===== src/rtl/multicycle_control_fsm.sv =====
// Multi-cycle control unit for the RV32I-subset core.
// The state register and the memory-wait watchdog are registered. The datapath
// strobes and mux selects are combinational from the state (Moore). MemReady
// and BranchTaken gate some of them where the datapath needs that.
// Optional build macro: ILLEGAL_TRAP_EN. When it is defined, unknown opcodes
// go to a TRAP state, and an extra output port Illegal is added.
module multicycle_control_fsm #(
    parameter int unsigned MEM_WAIT_MAX = 0     // 0 disables the memory-wait watchdog
) (
    input  logic        Clk,
    input  logic        Reset,
    input  logic [31:0] Instr,
    input  logic        BranchTaken,
    input  logic        MemReady,
    output logic        PCWrite,
    output logic        IRWrite,
    output logic        MemReq,
    output logic        MemWe,
    output logic        IorD,
    output logic        RegWrite,
    output logic [1:0]  ALUSrcA,
    output logic [1:0]  ALUSrcB,
    output logic [1:0]  ALUOp,
    output logic [1:0]  PCSrc,
    output logic [1:0]  WbSel,
    output logic [3:0]  State,
    output logic        Timeout
`ifdef ILLEGAL_TRAP_EN
    ,
    output logic        Illegal
`endif
);

    typedef enum logic [3:0] {
        FETCH     = 4'd0,
        DECODE    = 4'd1,
        EXEC_ADDR = 4'd2,
        MEM_RD    = 4'd3,
        MEM_WR    = 4'd4,
        WB_MEM    = 4'd5,
        EXEC_ALU  = 4'd6,
        WB_ALU    = 4'd7,
        BRANCH    = 4'd8,
        JUMP      = 4'd9
`ifdef ILLEGAL_TRAP_EN
        ,
        TRAP      = 4'd10
`endif
    } state_t;

    localparam logic [6:0] OP_LOAD   = 7'b0000011;
    localparam logic [6:0] OP_STORE  = 7'b0100011;
    localparam logic [6:0] OP_OP     = 7'b0110011;
    localparam logic [6:0] OP_IMM    = 7'b0010011;
    localparam logic [6:0] OP_BRANCH = 7'b1100011;
    localparam logic [6:0] OP_JAL    = 7'b1101111;
    localparam logic [6:0] OP_JALR   = 7'b1100111;

    // The counter needs to hold values from 0 up to MEM_WAIT_MAX-1.
    // It is at least 1 bit wide, even when the watchdog is disabled.
    localparam int unsigned   CW        = $clog2(MEM_WAIT_MAX + 2);
    localparam logic [CW-1:0] WAIT_LAST = (MEM_WAIT_MAX > 0) ? CW'(MEM_WAIT_MAX - 1) : '0;
    localparam logic          WD_EN     = (MEM_WAIT_MAX > 0);

    state_t          state_reg;
    state_t          state_next;
    logic [CW-1:0]   wait_cnt_reg;
    logic [CW-1:0]   wait_cnt_next;
    logic [6:0]      opcode;
    logic            mem_wait_state;
    logic            wd_fire;
    logic            unused_instr_bits;

    assign opcode            = Instr[6:0];
    assign unused_instr_bits = ^Instr[31:7];
    assign State             = state_reg;

    assign mem_wait_state = (state_reg == FETCH) || (state_reg == MEM_RD) || (state_reg == MEM_WR);

    // The watchdog fires in the cycle where this wait cycle would bring the count up to MEM_WAIT_MAX.
    assign wd_fire = WD_EN && mem_wait_state && !MemReady && (wait_cnt_reg == WAIT_LAST);

    // Count consecutive stalled memory cycles. Any other cycle clears the count.
    always_comb begin
        wait_cnt_next = '0;
        if (WD_EN && mem_wait_state && !MemReady && !wd_fire) begin
            wait_cnt_next = wait_cnt_reg + CW'(1);
        end
    end

    // Next-state sequencing: decode the opcode, wait for the memory, and abort on the watchdog.
    always_comb begin
        state_next = state_reg;
        case (state_reg)
            FETCH: begin
                if (wd_fire) begin
                    state_next = FETCH;
                end else if (MemReady) begin
                    state_next = DECODE;
                end
            end
            DECODE: begin
                case (opcode)
                    OP_LOAD, OP_STORE: state_next = EXEC_ADDR;
                    OP_OP, OP_IMM:     state_next = EXEC_ALU;
                    OP_BRANCH:         state_next = BRANCH;
                    OP_JAL, OP_JALR:   state_next = JUMP;
`ifdef ILLEGAL_TRAP_EN
                    default:           state_next = TRAP;
`else
                    default:           state_next = FETCH;
`endif
                endcase
            end
            EXEC_ADDR: state_next = (opcode == OP_STORE) ? MEM_WR : MEM_RD;
            MEM_RD: begin
                if (wd_fire) begin
                    state_next = FETCH;
                end else if (MemReady) begin
                    state_next = WB_MEM;
                end
            end
            MEM_WR: begin
                if (wd_fire || MemReady) begin
                    state_next = FETCH;
                end
            end
            WB_MEM:   state_next = FETCH;
            EXEC_ALU: state_next = WB_ALU;
            WB_ALU:   state_next = FETCH;
            BRANCH:   state_next = FETCH;
            JUMP:     state_next = FETCH;
`ifdef ILLEGAL_TRAP_EN
            TRAP:     state_next = TRAP;
`endif
            default:  state_next = FETCH;
        endcase
    end

    // State register and watchdog counter. Reset returns to FETCH with the counter cleared.
    always_ff @(posedge Clk) begin
        if (Reset) begin
            state_reg    <= FETCH;
            wait_cnt_reg <= '0;
        end else begin
            state_reg    <= state_next;
            wait_cnt_reg <= wait_cnt_next;
        end
    end

    // Datapath strobes and selects for the current state. All of them are held at 0 while Reset is high.
    always_comb begin
        PCWrite  = 1'b0;
        IRWrite  = 1'b0;
        MemReq   = 1'b0;
        MemWe    = 1'b0;
        IorD     = 1'b0;
        RegWrite = 1'b0;
        ALUSrcA  = 2'b00;
        ALUSrcB  = 2'b00;
        ALUOp    = 2'b00;
        PCSrc    = 2'b00;
        WbSel    = 2'b00;
        Timeout  = 1'b0;
`ifdef ILLEGAL_TRAP_EN
        Illegal  = 1'b0;
`endif
        if (!Reset) begin
            Timeout = wd_fire;
            case (state_reg)
                FETCH: begin
                    // PC+4 is computed on the ALU while the instruction word is being read.
                    MemReq  = !wd_fire;
                    ALUSrcB = 2'b01;
                    IRWrite = MemReady;
                    PCWrite = MemReady;
                end
                DECODE: begin
                    // Speculative branch/jump target: ALUOut <= OldPC + imm
                    ALUSrcA = 2'b01;
                    ALUSrcB = 2'b10;
                end
                EXEC_ADDR: begin
                    ALUSrcA = 2'b10;
                    ALUSrcB = 2'b10;
                end
                MEM_RD: begin
                    MemReq = !wd_fire;
                    IorD   = 1'b1;
                end
                MEM_WR: begin
                    MemReq = !wd_fire;
                    MemWe  = !wd_fire;
                    IorD   = 1'b1;
                end
                WB_MEM: begin
                    RegWrite = 1'b1;
                    WbSel    = 2'b01;
                end
                EXEC_ALU: begin
                    ALUSrcA = 2'b10;
                    ALUSrcB = (opcode == OP_OP) ? 2'b00 : 2'b10;
                    ALUOp   = 2'b10;
                end
                WB_ALU: begin
                    RegWrite = 1'b1;
                end
                BRANCH: begin
                    ALUSrcA = 2'b10;
                    ALUOp   = 2'b01;
                    PCSrc   = 2'b01;
                    PCWrite = BranchTaken;
                end
                JUMP: begin
                    // rd <= PC, which already holds the return address (+4)
                    RegWrite = 1'b1;
                    WbSel    = 2'b10;
                    PCWrite  = 1'b1;
                    if (opcode == OP_JALR) begin
                        ALUSrcA = 2'b10;
                        ALUSrcB = 2'b10;
                        PCSrc   = 2'b10;
                    end else begin
                        PCSrc   = 2'b01;
                    end
                end
`ifdef ILLEGAL_TRAP_EN
                TRAP: begin
                    Illegal = 1'b1;
                end
`endif
                default: begin
                end
            endcase
        end
    end

endmodule


===== config.mk =====
export PLATFORM = sky130hd
export DESIGN_NAME = multicycle_control_fsm
export DESIGN_NICKNAME = d
export VERILOG_FILES = /design/src/rtl/multicycle_control_fsm.sv
export SDC_FILE = /design/constraint.sdc
export NUM_CORES = 1
export LEC_CHECK = 0
export CAP_MARGIN = 20
export CORE_MARGIN = 1
export CORE_UTILIZATION = 28
export CTS_BUF_LIST = sky130_fd_sc_hd__clkbuf_8
export CTS_CLUSTER_SIZE = 25
export DETAILED_ROUTE_END_ITERATION = 16
export PLACE_DENSITY = 0.81
export SLEW_MARGIN = 20
export SYNTH_ARGS = -nofsm -noshare
export SYNTH_HDL_FRONTEND = slang
export SYNTH_SLANG_ARGS = --single-unit

===== constraint.sdc =====
create_clock -name Clk -period 1.8 [get_ports Clk]
set_input_delay 0.54 -clock Clk [delete_from_list [all_inputs] [get_ports Clk]]
set_output_delay 0.54 -clock Clk [all_outputs]
set_load 0.02 [all_outputs]

---- Word-level counts from Yosys, hierarchy flattened ----
Index checks and enable logic that the tools add are counted.
storage, ports and cells
  bits in registers ....................... 4
  input port bits ......................... 36
cells by class
  equality and inequality tests ........... 19
  muxes and demuxes ....................... 31
  reduce and logical (&&, ||, !) cells .... 10
operator list
  operator                                                          count
  4-bit one-hot mux with 6 select lines                             1
  7-bit == test (second input constant)                             3
  4-bit by 3-bit == test with 1-bit output (second input constant)  4
  2-bit two-way mux                                                 8
  4-bit one-hot mux with 4 select lines                             1
  7-bit by 6-bit == test with 1-bit output (second input constant)  2
  4-bit two-way mux                                                 3
  2-bit one-hot mux with 2 select lines                             3
  1-bit two-way mux                                                 11
  2-bit OR reduction                                                5
  3-bit OR reduction                                                3
  4-bit by 2-bit == test with 1-bit output (second input constant)  2
  4-bit == test (second input constant)                             2
  2-bit one-hot mux with 4 select lines                             1
  7-bit by 2-bit == test with 1-bit output (second input constant)  1
  7-bit by 5-bit == test with 1-bit output (second input constant)  1
  2-bit inequality test (second input constant)                     3
  2-bit one-hot mux with 3 select lines                             1
  4-bit by 1-bit == test with 1-bit output (second input constant)  1
  4-bit zero test                                                   1
  3-bit two-way mux                                                 1
  1-bit one-hot mux with 3 select lines                             1
  3-bit AND reduction                                               1

---- Logic depth before layout (Yosys ltp) ----
Gate-level depths: netlist (run 1).
  depth in word-level cells ............... 4
  mapped depth ............................ 6
  gate-level depth less buffers ........... 4

---- Worst setup path before layout (run 1) ----
Ideal clock, no wire load.
  kind .................................... register to output
  start ................................... register state_reg[0] (netlist: State[0])
  end ..................................... output ALUSrcB[1]
  data arrival time ....................... 1,679 ps
  required time ........................... 1,260 ps
  path slack .............................. -419 ps
  stages on the path, launching flop included .. 6
  cell sequence ........................... dfxtp_1 buf_4 nand2b_1 nor3_1 o21ai_0 o311ai_1
on the way
  cells in the longest elaborated chain, start to end .. 4
  elaborated cells between the ends (all ways) .. 8
  classes of those cells .................. eq/ne: 4; mux: 2; reduce/logical: 2
ends and longest elaborated chain
  item                                                                                                         line  RTL
  start, declared                                                                                              65    state_t state_reg;
  start signal, assigned                                                                                       146   state_reg <= state_next;
  4-bit by 1-bit == test with 1-bit output / 4-bit by 2-bit == test with 1-bit output (equally long branches)  170   case (state_reg)
  2-bit OR reduction (no source line)                                                                          --
  2-bit one-hot mux with 4 select lines (*)                                                                    170
  2-bit two-way mux (*)                                                                                        168   if (!Reset) begin
  end, declared                                                                                                22    output logic [1:0] ALUSrcB,
Mark *: on every way between the ends. The rest lies on a longest branch, timed or not.

---- Final worst setup path (run 1) ----
  start ................................... input Reset
  end ..................................... output ALUSrcB[1]
on the way
  cells in the longest elaborated chain, start to end .. 1
ends and longest elaborated chain
  item               line  RTL
  start, declared    11    input logic Reset,
  2-bit two-way mux  168
No other way between the ends.

==> results of run 1 <==
==> metrics by stage <==
stage / hold WS [ps] / util (%) / setup slack, ps / TNS [ps]
3_5_place_dp: 717 / 59.9 / -1230 / -17900
2_1_floorplan: 655 / - / -297 / -1270
3_3_place_gp: 685 / 59.9 / -1170 / -17470
5_1_grt: 609 / 74.4 / -338 / -3200
6_report: 597 / 74.4 / -316 / -2860
4_1_cts: 681 / 69.7 / -300 / -2650
==> placed cells by master (no fill, tap or decap), drive strengths merged <==
| cell | n |
|---|---|
| clkbuf | 9 |
| o32a | 1 |
| nor3b | 1 |
| nor2 | 11 |
| or3 | 1 |
| o22ai | 2 |
| nor4 | 1 |
| and2 | 1 |
| nand2 | 5 |
| a211oi | 2 |
| xnor2 | 2 |
| a21oi | 4 |
| nand4b | 1 |
| or2 | 1 |
| nand2b | 5 |
| nor3 | 7 |
| nand3 | 2 |
| conb | 1 |
| dfxtp | 4 |
| buf | 56 |
| dlygate4sd2 | 4 |
| inv | 5 |
| or3b | 1 |
| o311ai | 1 |
| a221oi | 1 |
| o211ai | 1 |
| a211o | 1 |
| and3b | 1 |
| o211a | 1 |
| clkdlybuf4s50 | 2 |
| o31ai | 1 |
| o21ai | 4 |
==> final cells by class <==
cell class,count,area (sq um)
Fill cell,119,442
Multi-Input combinational cell,60,523
Sequential cell,4,85.1
Inverter,5,18.8
Tap cell,25,31.3
Timing Repair Buffer,68,586
Clock buffer,3,41.3
==> logic make-up after synthesis <==
group / synth area share, %
AO/OA/AOI/OAI: 25.1
buffers and inverters: 11.2
other: 0.729
XOR/XNOR: 3.41
flip-flops: 15.6
AND/OR/NAND/NOR: 44.0
==> path summary, 6_finish.rpt <==
check | start | endpoint | slack, ps | cells past startpoint
setup / recovery | Reset | ALUSrcB[1] | -320 | 6
hold / removal | Instr[6] | State[3] | 600 | 3
setup reg to reg | State[3] | State[0] | 380 | 6
hold reg to reg | State[0] | State[3] | 680 | 3
==> metal layers <==
layer / track usage, % / share of wire [%] / vias up
met2: 47.4 / 55 / 37
li1: - / - / 398
met3: 4.00 / 4.3 / 7
met4: 14.5 / 2.7 / 0
met1: 27.1 / 38 / 399
met5: 0 / 0 / -
==> worst min-delay path: cells and delay by family <==
kind | cells | cell delay, ps
AND/OR/NAND/NOR | 1 | 50
AO/OA/AOI/OAI | 1 | 80
buffers and inverters | 1 | 110
==> what timing repair did <==
action | in CTS | in global routing
gates resized for setup | 128 | 33
setup endpoints to repair | 20 | 18
setup buffers | 10 | 6
hold buffers | 0 | 0
pin swaps | 15 | 13
==> power by group through the flow <==
stage               registers [mW]  clock network [mW]  logic (mW)
floorplan                   0.0983                   0      0.0739
global placement            0.0957                   0       0.158
detailed placement          0.0958                   0       0.161
CTS                         0.0948               0.190       0.180
global route                0.0959               0.207       0.208
finish                      0.0953               0.191       0.197
==> flow_summary.ini, run 1 <==
[timing]
drv_slew = 0
finalSetupViolations = 16
hold_viol = 0
fmax_ghz = 0.473
skew_ps = 0.0529
fin_crit_ps = 2120
fin_ws_ps = -316
timing.final.crit_share_pct = 118
rsz0062_at_grt = yes

[worst_setup_path]
worstSetupPathType = input port to primary output
path_delay_family = simple AND/OR/NAND/NOR gates
cp_max_fo = 4
cp_slowest_cell = or3b_4
endpoint_kind = primary output
cp.arrival_ps = 1580
cp.required_ps = 1260
critPathBufInv = 2
crit_chain = buf_8, or3b_4, nor2_4, nand2_4, o311ai_1, buf_2
max_stage_delay_ps = 410
start_kind = input port

[power]
p_per_area_nw_per_um2 = 376
pwr-share-comb_pct = 40.8
p_total_mw = 0.483
power_frac_seq_pct = 19.7
power.switching_mw = 0.145
power.share.clock_pct = 39.5
p_leak_nw = 0.591
p_sw_share_pct = 30.1
intPower_mw = 0.338
ir_drop_uv = 271

[global_routing]
antenna_found_initial = 0
grt-ovfl-total = 0
grt_max_degree = 11
grt_pass1_vias = 830
grt_use_total_pct = 25.5
grt_pass1_wl_microns = 3650

[floorplan]
coreArea_sq_um = 1730
die_h_microns = 44.9
num_rows = 15
die_w_microns = 44.9
initial_utilization_pct = 29.8
boundaryPins = 57
dieArea_sq_um = 2010

[route]
num_vias = 841
dr.first_iter.drc_count = 10
wl_microns = 2420
wl_per_cell_microns = 14.6
dr.pass1.iters = 4
final_antenna_net_count = 0
drc = 0
viasPerCell = 5.10

[clock_network]
clk_pin_slew_ps = 30
cts.htree.levels = 1
cts_buffer_depth = 2
numCtsBuffers = 3
cts_sinks = 4
cts_tree = done
cts_root_buf = clkbuf_8
clk_latency_ps = 220

[logic_synthesis]
netlist_area_sq_um = 514
ys_types = 36
ys_top_cells_by_count = 10 x nor2_1, 5 x nand2_1, 5 x nand2b_1
synth_edf_count = 0
yosysTopAreaCellShare_pct = 15.6
ys_async_sr_fraction_pct = 0
ys_top_cells_by_area = dfxtp_1 16%, nor2_1 7.3%, nand2b_1 6.1%
seq_area_frac_synth_pct = 15.6
synth_most_common_cell = nor2_1
ys.flop_type = dfxtp_1
syn_avg_cell_area_sq_um = 6.86
yosys_warnings = 0
synth.net_count = 111
synth_top_area_cell = dfxtp_1
syn-instance-count = 75
ys_ff_latch = 4

[finish]
drive_gt1_share_pct = 71.4
final_area_sq_um = 1280
nets = 178
largest_register_ffs = 4
fin_cells = 165
area_growth_pct = 150
antenna_cells = 0

[worst_hold_path]
hp-class = input port to flip-flop

[status]
status = finished, violations left
failed_checks = setup timing

[job]
maxCapViolations = 0

[placed_design]
place_congestion = 0.918
numPortBuffers = 30
placedCellCount = 148
dpl_cell_area_sq_um = 1030
dp_hpwl_microns = 1540
Note: power is estimated with default switching activity, not from simulation.
==> run 2, diff against run 1 <==
- CAP_MARGIN: 20 -> unset
==> results of run 2 <==
Same layout as run 1: the final DEF is identical, and so are final timing and power.
==> run 3, diff against run 2 <==
- CORE_MARGIN: 1 -> 2
- CTS_CLUSTER_SIZE: 25 -> 10
- GPL_TIMING_DRIVEN: unset -> 0
==> flow_summary.ini, run 3 (synthesis results as in run 1) <==
[status]
status = finished, violations left
failed_checks = setup timing

[worst_setup_path]
cp.arrival_ps = 1590
cp.required_ps = 1260
r2r-start = State[3]
r2r_end = State[3]
cp_max_fo = 6
endpoint_kind = primary output
worstSetupPathType = flip-flop to primary output
start_kind = flip-flop
ff2ff_setup_slack_ps = 260
rr_worst_depth = 4

[power]
power.share.clock_pct = 38.3
pwr-share-comb_pct = 43.5
p_per_area_nw_per_um2 = 397
p_total_mw = 0.525
intPower_mw = 0.355
ir_drop_uv = 416
power.switching_mw = 0.170
power_frac_seq_pct = 18.2
p_leak_nw = 0.578
p_sw_share_pct = 32.3

[finish]
layout_commonest_cell = buf_4
largest_register_ffs = 4
area_growth_pct = 157
nets = 171
drive_gt1_share_pct = 72.9
nFillCells = 111
antenna_cells = 0
layout_common_cells = 26 x buf_4, 17 x buf_6, 6 x nor2_4

[global_routing]
grt_use_total_pct = 22.9
antenna_found_initial = 0
grt-ovfl-total = 0
grt_max_degree = 11
grt_pass1_vias = 754
grt_pass1_wl_microns = 3510

[timing]
rsz0062_at_grt = yes
timing.final.crit_share_pct = 118
finalSetupViolations = 15
tns_ps = -2830
fmax_ghz = 0.469
hold_viol = 0
fin_ws_ps = -332
skew_ps = 10.1
fin_crit_ps = 2130
drv_slew = 0

[placed_design]
numPortBuffers = 30
place_congestion = 0.884
dp_hpwl_microns = 1350

[worst_hold_path]
holdPathStages = 3
holdCritStartpoint = Instr[6]
hp-class = input port to flip-flop
hold_end = State[3]

[floorplan]
dieArea_sq_um = 2200
die_h_microns = 46.9
boundaryPins = 57
coreArea_sq_um = 1730
die_w_microns = 46.9
initial_utilization_pct = 29.8
num_rows = 15

[route]
drc = 0
num_vias = 850
wl_per_cell_microns = 17.5
dr.first_iter.drc_count = 16
wl_microns = 2770
dr.pass1.iters = 4
viasPerCell = 5.38
final_antenna_net_count = 0

[clock_network]
clk_latency_ps = 230
numCtsBuffers = 3
cts_sinks = 4
cts_root_buf = clkbuf_8
cts.htree.levels = 1
hold_buffers = 0
cts_tree = done
clk_pin_slew_ps = 40
cts_buffer_depth = 2

[job]
maxCapViolations = 0
==> run 3: cell type report <==
type	instances	area (sq um)	area share [%]
inverters	5	18.8	1.42
repair buffers	56	512	38.8
flip-flops and latches	4	85.1	6.45
multi-input cells	60	568	43.0
well taps	25	31.3	2.37
plain buffers	5	63.8	4.83
clock buffers	3	41.3	3.13
==> run 3: power by group through the flow <==
stage | Combinational (mW) | Clock, mW | Sequential (mW)
after CTS | 0.165 | 0.191 | 0.0944
after global routing | 0.237 | 0.205 | 0.0955
after global placement | 0.140 | 0 | 0.0949
final | 0.228 | 0.201 | 0.0954
after detailed placement | 0.142 | 0 | 0.0950
after floorplan | 0.0739 | 0 | 0.0983
==> run 3: worst max-delay path by stage <==
stage	start	endpoint	slack (ps)
2_1_floorplan	Reset	PCWrite	-300
3_3_place_gp	Reset	ALUSrcB[1]	-1350
3_5_place_dp	Reset	ALUSrcB[1]	-1400
4_1_cts	Instr[2]	ALUSrcB[1]	-330
5_1_grt	Instr[4]	PCSrc[0]	-370
6_report	State[3]	WbSel[1]	-330
==> run 3: worst max-delay path, cell delays in order, from the launching register on <==
cell	delay [ps]
dfxtp_2	390
or3b_4	450
nor2_4	160
buf_4	140
buf_4	100
buf_4	120
==> run 3: through the flow <==
step / cells / utilization [%] / cell area (sq um) / hold WS, ps / setup WS, ps
global placement: 130 / 51.7 / 892 / 711 / -1350
detailed placement: 130 / 51.7 / 892 / 723 / -1400
global route: 158 / 76.4 / 1320 / 615 / -368
finish: 158 / 76.4 / 1320 / 594 / -332
CTS: 146 / 63.8 / 1100 / 613 / -330
floorplan: 75 / - / 561 / 655 / -297
==> run 3: routing by layer <==
layer,up-vias,GRT usage (%),share of wire [%]
li1,387,-,-
met1,406,25.1,39
met2,44,42.7,52
met3,13,4.62,6.0
met4,0,8.89,3.1
met5,-,0,0
==> run 3: what timing repair did <==
item                                   4_1_cts  5_1_grt
pin swaps                                   13       18
setup endpoints to repair                   19       17
resized for setup                          144       37
gates cloned                                 0        0
setup buffers                               13       13
endpoints found under the hold margin        0        0
